$ cat config.mk
export PLATFORM = sky130hd
export DESIGN_NAME = seq_detect_moore_param
export DESIGN_NICKNAME = d
export VERILOG_FILES = /design/src/rtl/seq_detect_pkg.sv /design/src/rtl/sat_counter.sv /design/src/rtl/seq_detect_moore_param.sv
export SDC_FILE = /design/constraint.sdc
export NUM_CORES = 1
export LEC_CHECK = 0
export ABC_AREA = 1
export CAP_MARGIN = 10
export CORE_MARGIN = 1.5
export CORE_UTILIZATION = 41
export DETAILED_ROUTE_END_ITERATION = 12
export PLACE_DENSITY = 0.73
export SLEW_MARGIN = 0
export SYNTH_ARGS = -nofsm -noshare
export SYNTH_HDL_FRONTEND = slang
export SYNTH_SLANG_ARGS = --single-unit
$ cat constraint.sdc
create_clock -name clk -period 1.3 [get_ports clk]
set_input_delay 0.26 -clock clk [delete_from_list [all_inputs] [get_ports clk]]
set_output_delay 0.26 -clock clk [all_outputs]
set_load 0.005 [all_outputs]
$ cat src/rtl/seq_detect_pkg.sv
// ============================================================================
// Module : seq_detect_pkg
// Brief  : Elaboration-time helpers for the parametrised Moore detector.
// Rev    : 1.0 - initial release
// ============================================================================
`default_nettype none

package seq_detect_pkg;

    function automatic int clog2(input int value);
        int r;
        int v;
        r = 0;
        v = value - 1;
        while (v > 0) begin
            r++;
            v = v >> 1;
        end
        return r;
    endfunction

    function automatic logic bit_at(input logic [31:0] vec, input int idx);
        logic [31:0] t;
        t = vec >> idx;
        return t[0];
    endfunction

    // Pattern bit i counted from the first bit received (the MSB).
    function automatic logic pat_bit(input logic [15:0] pat, input int len, input int i);
        return bit_at(32'(pat), len - 1 - i);
    endfunction

    // KMP transition: longest pattern prefix that ends the string (k matched bits, ip).
    function automatic int next_state(input int k, input logic ip,
                                      input logic [15:0] pat, input int len);
        logic [31:0] s;
        int          jmax;
        logic        match;
        s = '0;
        for (int i = 0; i < k; i++) s = {s[30:0], pat_bit(pat, len, i)};
        s = {s[30:0], ip};
        jmax = (k + 1 < len) ? k + 1 : len;
        for (int j = jmax; j >= 1; j--) begin
            match = 1'b1;
            for (int i = 0; i < j; i++)
                if (bit_at(s, j - 1 - i) != pat_bit(pat, len, i)) match = 1'b0;
            if (match) return j;
        end
        return 0;
    endfunction

    function automatic int border(input logic [15:0] pat, input int len);
        logic match;
        for (int j = len - 1; j >= 1; j--) begin
            match = 1'b1;
            for (int i = 0; i < j; i++)
                if (pat_bit(pat, len, i) != pat_bit(pat, len, len - j + i)) match = 1'b0;
            if (match) return j;
        end
        return 0;
    endfunction

endpackage

`default_nettype wire

$ cat src/rtl/sat_counter.sv
// ============================================================================
// Module : sat_counter
// Brief  : Saturating up-counter; clear and increment together yield 1.
// Rev    : 1.0 - initial release
// ============================================================================
`default_nettype none

module sat_counter #(
    parameter int CNT_W = 8
) (
    input  logic             clk,
    input  logic             rst,
    input  logic             inc,
    input  logic             clr,
    output logic [CNT_W-1:0] count
);

    localparam logic [CNT_W-1:0] c_MAX = '1;

    logic [CNT_W-1:0] r_count;

    always_ff @(posedge clk) begin
        if (rst) begin
            r_count <= '0;
        end else if (clr) begin
            r_count <= inc ? CNT_W'(1) : '0;
        end else if (inc && (r_count != c_MAX)) begin
            r_count <= r_count + CNT_W'(1);
        end
    end

    assign count = r_count;

endmodule

`default_nettype wire

$ cat src/rtl/seq_detect_moore_param.sv
// ============================================================================
// Module : seq_detect_moore_param
// Brief  : Parametrised Moore serial-pattern detector with overlap mode,
//          input qualifier and saturating match counter.
// Rev    : 1.0 - initial release
// ============================================================================
`default_nettype none

module seq_detect_moore_param
    import seq_detect_pkg::*;
#(
    parameter int                 PAT_LEN = 4,
    parameter logic [PAT_LEN-1:0] PATTERN = 4'b1001,
    parameter int                 CNT_W   = 8,
    localparam int                ST_W    = clog2(PAT_LEN + 1)
) (
    input  logic             clk,
    input  logic             reset,
    input  logic             ip,
    input  logic             en,
    input  logic             overlap,
    input  logic             cnt_clr,
    output logic             op,
    output logic [CNT_W-1:0] match_cnt,
    output logic [ST_W-1:0]  state
);

    if ((PAT_LEN < 2) || (PAT_LEN > 16)) begin : g_len_check
        $error("seq_detect_moore_param: PAT_LEN must be within 2..16");
    end

    localparam int              c_TBL_N  = 2 ** (ST_W + 1);
    localparam logic [ST_W-1:0] c_S0     = '0;
    localparam logic [ST_W-1:0] c_DETECT = ST_W'(PAT_LEN);
    localparam logic [ST_W-1:0] c_BORDER = ST_W'(border(16'(PATTERN), PAT_LEN));

    // Transition ROM indexed by {state, ip}; rows beyond the last real state are never selected.
    logic [ST_W-1:0] w_tbl [c_TBL_N];

    for (genvar gi = 0; gi < c_TBL_N; gi++) begin : g_tbl
        localparam int   c_K = gi / 2;
        localparam logic c_B = ((gi % 2) == 1);
        if (c_K < PAT_LEN) begin : g_live
            assign w_tbl[gi] = ST_W'(next_state(c_K, c_B, 16'(PATTERN), PAT_LEN));
        end else begin : g_unused
            assign w_tbl[gi] = '0;
        end
    end

    logic [ST_W-1:0] r_state;
    logic            r_op;
    logic [ST_W-1:0] w_src;
    logic [ST_W-1:0] w_next;
    logic            w_hit;

    // Leaving DETECT behaves as if from the border state (overlap) or from S0 (consumed).
    assign w_src  = (r_state == c_DETECT) ? (overlap ? c_BORDER : c_S0) : r_state;
    assign w_next = w_tbl[{w_src, ip}];
    assign w_hit  = en && (w_next == c_DETECT);

    always_ff @(posedge clk) begin
        if (reset) begin
            r_state <= c_S0;
            r_op    <= 1'b0;
        end else if (en) begin
            r_state <= w_next;
            r_op    <= (w_next == c_DETECT);
        end
    end

    sat_counter #(
        .CNT_W (CNT_W)
    ) u_cnt (
        .clk   (clk),
        .rst   (reset),
        .inc   (w_hit),
        .clr   (cnt_clr),
        .count (match_cnt)
    );

    assign op    = r_op;
    assign state = r_state;

endmodule

`default_nettype wire

# [Word level (Yosys, flattened, before mapping)]
# Memory sizes are Yosys's and may differ from the RTL's.
# Index checks and enable logic that the tools add are counted.
[totals] regBits=12 romBits=48 in_bits=6 output_inout_bits=12 word_cells=20 mem_count=1
[memory_table] name="(no name shown)" depth=16 word_bits=3 read_ports=1 rd_clocked_by_memory_dff=0 write_ports=0 line="seq_detect_moore_param.sv:58" source="assign w_next = w_tbl[{w_src, ip}];"
[classes] n_addsub=1 magnitude_cmp=1 eq_ne=3 n_mux=7 bitwise_logic=1 n_reduce_logical=3
[ops] op="$mux W8" n=2
[ops] op="$mux W3" n=3
[ops] op="$add A8 B1 Y8 const B" n=1
[ops] op="$ne A8 B8 Y1 const B" n=1
[ops] op="$eq A3 B3 Y1 const B" n=2
[ops] op="$ge A5 B5 Y1 const B" n=1
[ops] op="$not A4 Y5" n=1
[ops] op="$logic_and A1 B1 Y1" n=2
[ops] op="$mux W1" n=2
[ops] op="$reduce_bool A2 Y1" n=1

# [Depth between registers and ports, before layout]
# Gate-level depths: netlist of run 1.
[depth] word_depth=11 ltp_mapped=8 ltp_nobuf=8

# [Hierarchy]
# From an unflattened synthesis of run 1, not the netlist that was laid out.
[unflattened] cells_unflattened=110 area_unflattened_um2=701.9
[by_module_without_submodules] mod="sat_counter" n_inst=1 cells_per_inst=75 area_per_inst_um2=491.7 seq_area_each_um2=160.2
[by_module_without_submodules] mod="seq_detect_moore_param" n_inst=1 cells_per_inst=35 area_per_inst_um2=210.2 seq_area_each_um2=80.1

# [Least setup slack after synthesis of run 1]
# Ideal clock, no wire load.
[synth_timing] path_type="flip-flop to flip-flop" startpoint="reg u_cnt.r_count[0] (netlist: u_cnt.count[0])" endpoint="reg u_cnt.r_count[4] (netlist: u_cnt.count[4])" setup_ns=0.117 arrival_time_ns=1.187 required_time_ns=1.183 slack_ns=-0.004 path_stages_with_launch=9 path_buffers=0 period_less_slack_ns=1.304 path_cell_list="dfxtp_1 ha_1 inv_1 nor2_2 nand2_1 nand2_4 nand2_4 a21oi_1 nor2_1"
[synth_via] elab_chain_len=3 elab_cells_between_ends=6 classes_between="add/sub (1); eq/ne (1); mux (2); reduce/logical (2)"
[synth_lines] element="from (decl)" line="sat_counter.sv:20" source="logic [CNT_W-1:0] r_count;"
[synth_lines] element="from (signal assigned)" line="sat_counter.sv:26" source="r_count <= inc ? CNT_W'(1) : '0;"
[synth_lines] element="from (signal assigned)" line="sat_counter.sv:28" source="r_count <= r_count + CNT_W'(1);"
[synth_lines] element="$add A8 B1 Y8 or $ne A8 B8 Y1 (tied branches)" line="sat_counter.sv:28, sat_counter.sv:27"
[synth_lines] element="$mux W8 or $logic_and A1 B1 Y1 (tied branches)" line="sat_counter.sv:27" source="end else if (inc && (r_count != c_MAX)) begin"
[synth_lines] element="$mux W8 or $reduce_bool A2 Y1 (tied branches)"
# Several ways; a longest one is shown, not always the timed one. The select of a mux whose other input is x is not followed.
# A chain may end at the register's enable or synchronous reset.

# [Worst setup path after layout of run 1]
[layout_timing] startpoint="reg u_cnt.r_count[3] (netlist: u_cnt.count[3])" endpoint="reg u_cnt.r_count[3] (netlist: u_cnt.count[3])"
# The elaborated chain is that of the path after synthesis.

==> flow_metrics.tcl, run 1 <==
set metrics [dict create \
    yosys_warnings 0 \
    ios 18 \
    setup.reg_to_reg.worst_slack_ps 0.4 \
    dominant_combinational_cell_family_by_area_after_synthesis "simple AND/OR/NAND/NOR gates" \
    worstHoldPathType "input pin to flip-flop" \
    p_leak_nw 0.468 \
    startpoint_of_the_most_critical_hold_path "ip" \
    stdcell_count 147 \
    dpl_cell_area_um2 908 \
    dp_worst_setup_slack_ps -273 \
    timing_hold_violations_final 0 \
    grtUsageTotal_pct 20.9 \
    total_congestion_overflow 0 \
    worst_ir_drop_vdd_mv 0.444 \
    finalNetCount 140 \
    r2r-end "u_cnt.count[3]" \
    synth_top_flop_cell "sky130_fd_sc_hd__dfxtp_1" \
    totalNegativeSetupSlack_ps 0 \
    routed_wirelength_um 1920 \
    initial_core_utilization_pct 43.4 \
    cts-htree-levels 1 \
    unrepaired_setup_endpoints_after_global_routing "yes" \
    layout.cell_area.non_filler_um2 1110 \
    cp.arrival_ps 1470 \
    timing_worst_slew_pin_value_ps 330 \
    timing.critical_path.from_type "flip-flop" \
    critical_path_class "flip-flop to flip-flop" \
    post_synth_and_or_nand_nor_area_fraction_pct 38.4 \
    most-common-layout-cells "21 x sky130_fd_sc_hd__nand2_1, 16 x sky130_fd_sc_hd__buf_4, 12 x sky130_fd_sc_hd__dlygate4sd2_1, 10 x sky130_fd_sc_hd__nor2_1, 9 x sky130_fd_sc_hd__dfxtp_2" \
    leading_cell_type_in_the_layout_fill_and_taps_excluded "sky130_fd_sc_hd__nand2_1" \
    routed-via-count 782 \
    grt_pass1_wl_um 2840 \
    post_synth_mux_area_share_pct 0 \
    critical_path.max_stage_delay_ps 340 \
    drive_gt1_share_pct 45.8 \
    depth_of_the_worst_register_to_register_path 8 \
    multi_input_area_um2 483 \
    synth_xor_area_share_pct 0 \
    fillCellCount 127 \
    grt_max_degree 8 \
    timing.hold.worst_path_depth 4 \
    cts_tree "done" \
    yosysTopAreaCellShare_pct 36.7 \
    num_antenna_cells 0 \
    insertion_delay_ps 270 \
    fp-row-count 14 \
    floorplan.die_area_um2 1840 \
    ys_seq_area_share_pct 36.7 \
    post_synth_net_total 100 \
    achievable-frequency_ghz 0.769 \
    power_density_of_the_placed_cells_nw_per_um2 617 \
    clock_sinks 12 \
    synth_cell_type_count 22 \
    initial_antenna_violation_count 0 \
    yosysTopAreaCell "sky130_fd_sc_hd__dfxtp_1" \
    worst_slew_margin_rel_pct 77.9 \
    final_wtd_congestion 0.804 \
    ffs_latches_synth 12 \
    sequential_standard_cell_area_um2 259 \
    drtPass1Iterations 4 \
    die_h_um 43.0 \
    drt_first_iter_violations 20 \
    cts-root-buf "sky130_fd_sc_hd__clkbuf_4" \
    via_per_inst 5.32 \
    cts_inserted_buffers 3 \
    ys_async_sr_fraction_pct 0 \
    dpl.cell_count 134 \
    io_buffer_count 17 \
    ctsLongestPathBuffers 2 \
    crit_chain "buf_4 -> nand2_2 -> nor2_4 -> nand2_4 -> nand2_8 -> nand2_8 -> a21oi_1 -> nor2_1" \
    place_hpwl_um 1190 \
    final_antenna_net_count 0 \
    number_of_enable_flip_flop_cells_after_synthesis 0 \
    layout_setup_ws_ps 0.356 \
    remaining_drc_errors 0 \
    skew_ps 7.00 \
    synth_area_leaders "sky130_fd_sc_hd__dfxtp_1 37%, sky130_fd_sc_hd__nand2_1 14%, sky130_fd_sc_hd__nor2_1 8.0%" \
    finalCritPeriodShare_pct 100 \
    avgSynthCellArea_um2 7.04 \
    status "finished, final reports clean" \
    min_to "state[1]" \
    maxCapViolCount 0 \
    critPathCaptureType "flip-flop" \
    timing.final.setup_violations 0 \
    via_count_of_the_first_global_routing_pass 647 \
    worst_path_dominant_cell_family "simple AND/OR/NAND/NOR gates" \
    timing.critical_path.fanout_max 6 \
    dieWidth_um 43.0 \
    area_growth_syn_to_layout_pct 70.2 \
    timing_max_transition_violations_final 0 \
    final_period_minus_worst_setup_slack_ps 1300 \
    coreArea_um2 1510 \
    area_of_the_mapped_netlist_um2 654 \
    synth_compound_area_share_pct 18.4 \
    wl_per_cell_um 13.1 \
    worst-path-buf-inv 1 \
    postSynthCellCount 93 \
    crit_slowest_cell "sky130_fd_sc_hd__dfxtp_2" \
    whs_ps 376 \
    synthAdderAreaFrac_pct 1.91 \
    worst-endpoint-required_ps 1470 \
    reg2reg_from "u_cnt.count[3]" \
    clkSlewWorstSetupHoldPaths_ps 70 \
    timing.critical_path.mode_cell "sky130_fd_sc_hd__nand2_8" \
    postCtsHoldBufs 0 \
]
[state kept, by name (all words and copies together) (netlist names)]
name / cells
op: 1
u_cnt.count: 8
state: 3
[routing by layer]
layer	wire, µm	vias up	track usage (%)
met3	94	4	7.66
met5	0	-	0
met1	865	365	27.2
met4	30	0	5.45
li1	-	389	-
met2	934	24	32.7
[through the flow]
stage / utilization (%) / power, W
6_report: 73.9 / 0.000687
5_1_grt: 73.9 / 0.000724
4_1_cts: 66.3 / 0.000685
3_5_place_dp: 60.3 / 0.000466
3_3_place_gp: 60.3 / 0.000465
2_1_floorplan: - / 0.000421
[timing repair]
item	in CTS	in global routing
gates cloned	1	0
gates resized for setup	28	28
endpoints found under the setup margin	18	8
pin swaps	2	7
buffers inserted	7	3
[tightest hold or removal path, delay by kind of cell]
family,cells,cell delay [ps]
buffers and inverters,1,170
and+or+nand+nor,2,120
AOI/OAI and AO/OA,1,50
[worst max-delay path by stage]
stage / startpoint / endpoint / cells after the start / slack (ps)
after floorplan: u_cnt.count[0] / u_cnt.count[4] / 8 / 7
final: u_cnt.count[3] / u_cnt.count[3] / 8 / 0.4
after global placement: ip / u_cnt.count[2] / 6 / -220
after CTS: ip / u_cnt.count[2] / 6 / 2
after detailed placement: ip / u_cnt.count[2] / 6 / -270
after global routing: u_cnt.count[5] / u_cnt.count[4] / 8 / -60
[power breakdown]
part	total, W	internal, W	switching, W
Combinational	0.0000900	0.0000443	0.0000456
Sequential	0.000375	0.000370	0.00000511
Clock	0.000222	0.000107	0.000115
Total	0.000687	0.000521	0.000166
[synthesized netlist by cell type, types with 2 or more instances]
library cell and number:
sky130_fd_sc_hd__a21oi_1 8, sky130_fd_sc_hd__a21oi_2 3, sky130_fd_sc_hd__dfxtp_1 12, sky130_fd_sc_hd__inv_1 7, sky130_fd_sc_hd__nand2_1 24, sky130_fd_sc_hd__nand2_2 2, sky130_fd_sc_hd__nand2_4 2, sky130_fd_sc_hd__nand3_1 4
sky130_fd_sc_hd__nor2_1 14, sky130_fd_sc_hd__nor3_1 2, sky130_fd_sc_hd__o21ai_0 4
[cell families after synthesis]
| logic type | Yosys count |
|---|---|
| and+or+nand+nor | 53 |
| adders and majority gates | 1 |
| AOI/OAI and AO/OA | 19 |
| DFF | 12 |
| buffers and inverters | 8 |
[layout make-up]
cell class / instances / area share (%)
clock buffer: 3 / 2.02
inverter: 7 / 2.58
multi-input combinational: 74 / 43.4
sequential: 12 / 23.3
tap: 16 / 1.80
timing repair buffer: 35 / 27.0
No activity file was read; power rests on OpenSTA's default activity.
==> run 2: changes to the inputs <==
--- a/config.mk
+++ b/config.mk
@@ -6,12 +6,12 @@
 export NUM_CORES = 1
 export LEC_CHECK = 0
 export ABC_AREA = 1
-export CAP_MARGIN = 10
+export CAP_MARGIN = 15
 export CORE_MARGIN = 1.5
-export CORE_UTILIZATION = 41
+export CORE_UTILIZATION = 43
+export CTS_BUF_LIST = sky130_fd_sc_hd__clkbuf_2
 export DETAILED_ROUTE_END_ITERATION = 12
-export PLACE_DENSITY = 0.73
-export SLEW_MARGIN = 0
+export PLACE_DENSITY = 0.76
 export SYNTH_ARGS = -nofsm -noshare
 export SYNTH_HDL_FRONTEND = slang
 export SYNTH_SLANG_ARGS = --single-unit
==> run 2 against run 1 <==
Register-to-register slack got worse by 20 ps. Clock skew shrank 6.4 ps. Routed wire length rose by 13%. Highest routed layer unchanged. The run now ends with setup timing left. Clock power down 12%. Cell count grew 2.0%. Via count is 6.1% higher. Count of clock-buffer cells in the layout is the same. Global-route usage grew 1.8 points.
==> flow_metrics.tcl, run 2 (synthesis results as in run 1) <==
set metrics [dict create \
    status "finished with violations" \
    violated_checks "setup timing" \
    timing.critical_path.mode_cell "sky130_fd_sc_hd__nand2_8" \
    crit_slowest_cell "sky130_fd_sc_hd__dfxtp_2" \
    routed_wirelength_um 2180 \
    finalCritPeriodShare_pct 102 \
    r2r-end "u_cnt.count[4]" \
    via_per_inst 5.53 \
    leading_cell_type_in_the_layout_fill_and_taps_excluded "sky130_fd_sc_hd__nand2_1" \
    drtPass1Iterations 4 \
    grt_max_degree 8 \
    clock_sinks 12 \
    timing.final.setup_violations 2 \
    wl_per_cell_um 14.5 \
    timing_max_transition_violations_final 0 \
    worst_slew_margin_rel_pct 75.7 \
    floorplan.die_area_um2 1760 \
    layout_setup_ws_ps -21.7 \
    worst-path-buf-inv 2 \
    crit_chain "buf_4 -> ha_4 -> inv_4 -> nor2_4 -> nand2_4 -> nand2_8 -> nand2_8 -> a21oi_2 -> nor2_1" \
    die_h_um 42.0 \
    timing_hold_violations_final 0 \
    initial_core_utilization_pct 47.9 \
    cp.arrival_ps 1500 \
    final_wtd_congestion 0.796 \
    layout.cell_area.non_filler_um2 1150 \
    num_antenna_cells 0 \
    coreArea_um2 1370 \
    skew_ps 0.618 \
    io_buffer_count 17 \
    place_hpwl_um 1220 \
    p_leak_nw 0.500 \
    final_antenna_net_count 0 \
    worst_ir_drop_vdd_mv 0.482 \
    maxCapViolCount 0 \
    totalNegativeSetupSlack_ps -22.2 \
    critical_path_class "flip-flop to flip-flop" \
    reg2reg_from "u_cnt.count[0]" \
    drt_first_iter_violations 18 \
    ctsLongestPathBuffers 2 \
    worst-endpoint-required_ps 1480 \
    fp-row-count 13 \
    timing.critical_path.fanout_max 6 \
    timing.hold.worst_path_depth 5 \
    most-common-layout-cells "23 x sky130_fd_sc_hd__nand2_1, 21 x sky130_fd_sc_hd__buf_4, 12 x sky130_fd_sc_hd__dlygate4sd2_1, 11 x sky130_fd_sc_hd__nor2_1, 9 x sky130_fd_sc_hd__dfxtp_2" \
    worst_path_dominant_cell_family "simple AND/OR/NAND/NOR gates" \
    worstHoldPathType "input pin to flip-flop" \
    postCtsHoldBufs 0 \
    cts_tree "done" \
    routed-via-count 830 \
    critical_path.max_stage_delay_ps 350 \
    power_density_of_the_placed_cells_nw_per_um2 582 \
    grt_pass1_wl_um 3100 \
    ios 18 \
    cts-root-buf "sky130_fd_sc_hd__clkbuf_2" \
    critPathCaptureType "flip-flop" \
    unrepaired_setup_endpoints_after_global_routing "yes" \
    remaining_drc_errors 0 \
    finalPower_w 0.000669 \
    clkSlewWorstSetupHoldPaths_ps 120 \
    dpl_cell_area_um2 930 \
    dieWidth_um 42.0 \
    final_period_minus_worst_setup_slack_ps 1320 \
    min_to "state[1]" \
    initial_antenna_violation_count 0 \
    drive_gt1_share_pct 46.7 \
    finalNetCount 144 \
    timing.critical_path.from_type "flip-flop" \
    cts_inserted_buffers 3 \
    cts-htree-levels 1 \
    total_congestion_overflow 0 \
    largest_reg_flops 8 \
    via_count_of_the_first_global_routing_pass 724 \
    timing_worst_slew_pin_value_ps 363 \
    area_growth_syn_to_layout_pct 75.7 \
    setup.reg_to_reg.worst_slack_ps -20 \
    grtUsageTotal_pct 22.7 \
    achievable-frequency_ghz 0.757 \
    depth_of_the_worst_register_to_register_path 9 \
    insertion_delay_ps 280 \
    startpoint_of_the_most_critical_hold_path "ip" \
    whs_ps 486 \
]
[run 2: changes by cell type in the layout (fill, tap and decap cells not counted), sizes merged]
cell	delta
buf	+4
[run 2: routing by layer]
metal	vias to the layer above	GRT usage, %	wire length, µm
met5	-	0	0
met4	0	11.3	79
met3	13	2.59	101
met2	35	38.4	1040
met1	385	28.3	956
li1	397	-	-
[run 2: worst max-delay path by stage]
stage                          end            from  cells past startpoint
floorplan           u_cnt.count[4]  u_cnt.count[0]                      8
global placement    u_cnt.count[2]              ip                      6
detailed placement  u_cnt.count[2]              ip                      6
CTS                 u_cnt.count[3]  u_cnt.count[0]                      9
global route        u_cnt.count[7]  u_cnt.count[2]                      9
finish              u_cnt.count[4]  u_cnt.count[0]                      9
[run 2: power by group]
| part | internal (W) | leakage, nW | switching (W) |
|---|---|---|---|
| Sequential | 0.000368 | 0.104 | 0.00000615 |
| Combinational | 0.0000478 | 0.384 | 0.0000511 |
| Clock | 0.0000629 | 0.0125 | 0.000133 |
[run 2: layout make-up]
type,count,area [µm²]
Sequential cell,12,263
Multi-Input combinational cell,74,495
Tap cell,15,18.8
Timing Repair Buffer,39,327
Clock buffer,3,15.0
Fill cell,78,216
Inverter,7,31.3
[run 2: worst register-to-register path: stages (launching register included)]
cell,delay [ps]
sky130_fd_sc_hd__dfxtp_2,350
sky130_fd_sc_hd__buf_4,110
sky130_fd_sc_hd__ha_4,130
sky130_fd_sc_hd__inv_4,40
sky130_fd_sc_hd__nor2_4,110
sky130_fd_sc_hd__nand2_4,100
sky130_fd_sc_hd__nand2_8,100
sky130_fd_sc_hd__nand2_8,80
sky130_fd_sc_hd__a21oi_2,160
sky130_fd_sc_hd__nor2_1,50
[run 2: stage by stage]
stage / std cells / setup WS (ps) / utilization (%)
finish: 150 / -21.7 / 84.2
global route: 150 / -86.5 / 84.2
CTS: 151 / 5.04 / 78.7
detailed placement: 136 / -244 / 68.0
global placement: 136 / -198 / 68.0
floorplan: 93 / 7.19 / -
[run 2: repair_timing]
action | in CTS | in global routing
cloned | 1 | 0
pin swaps | 3 | 10
resized for setup | 35 | 20
endpoints found under the setup margin | 16 | 9
buffers inserted | 11 | 2
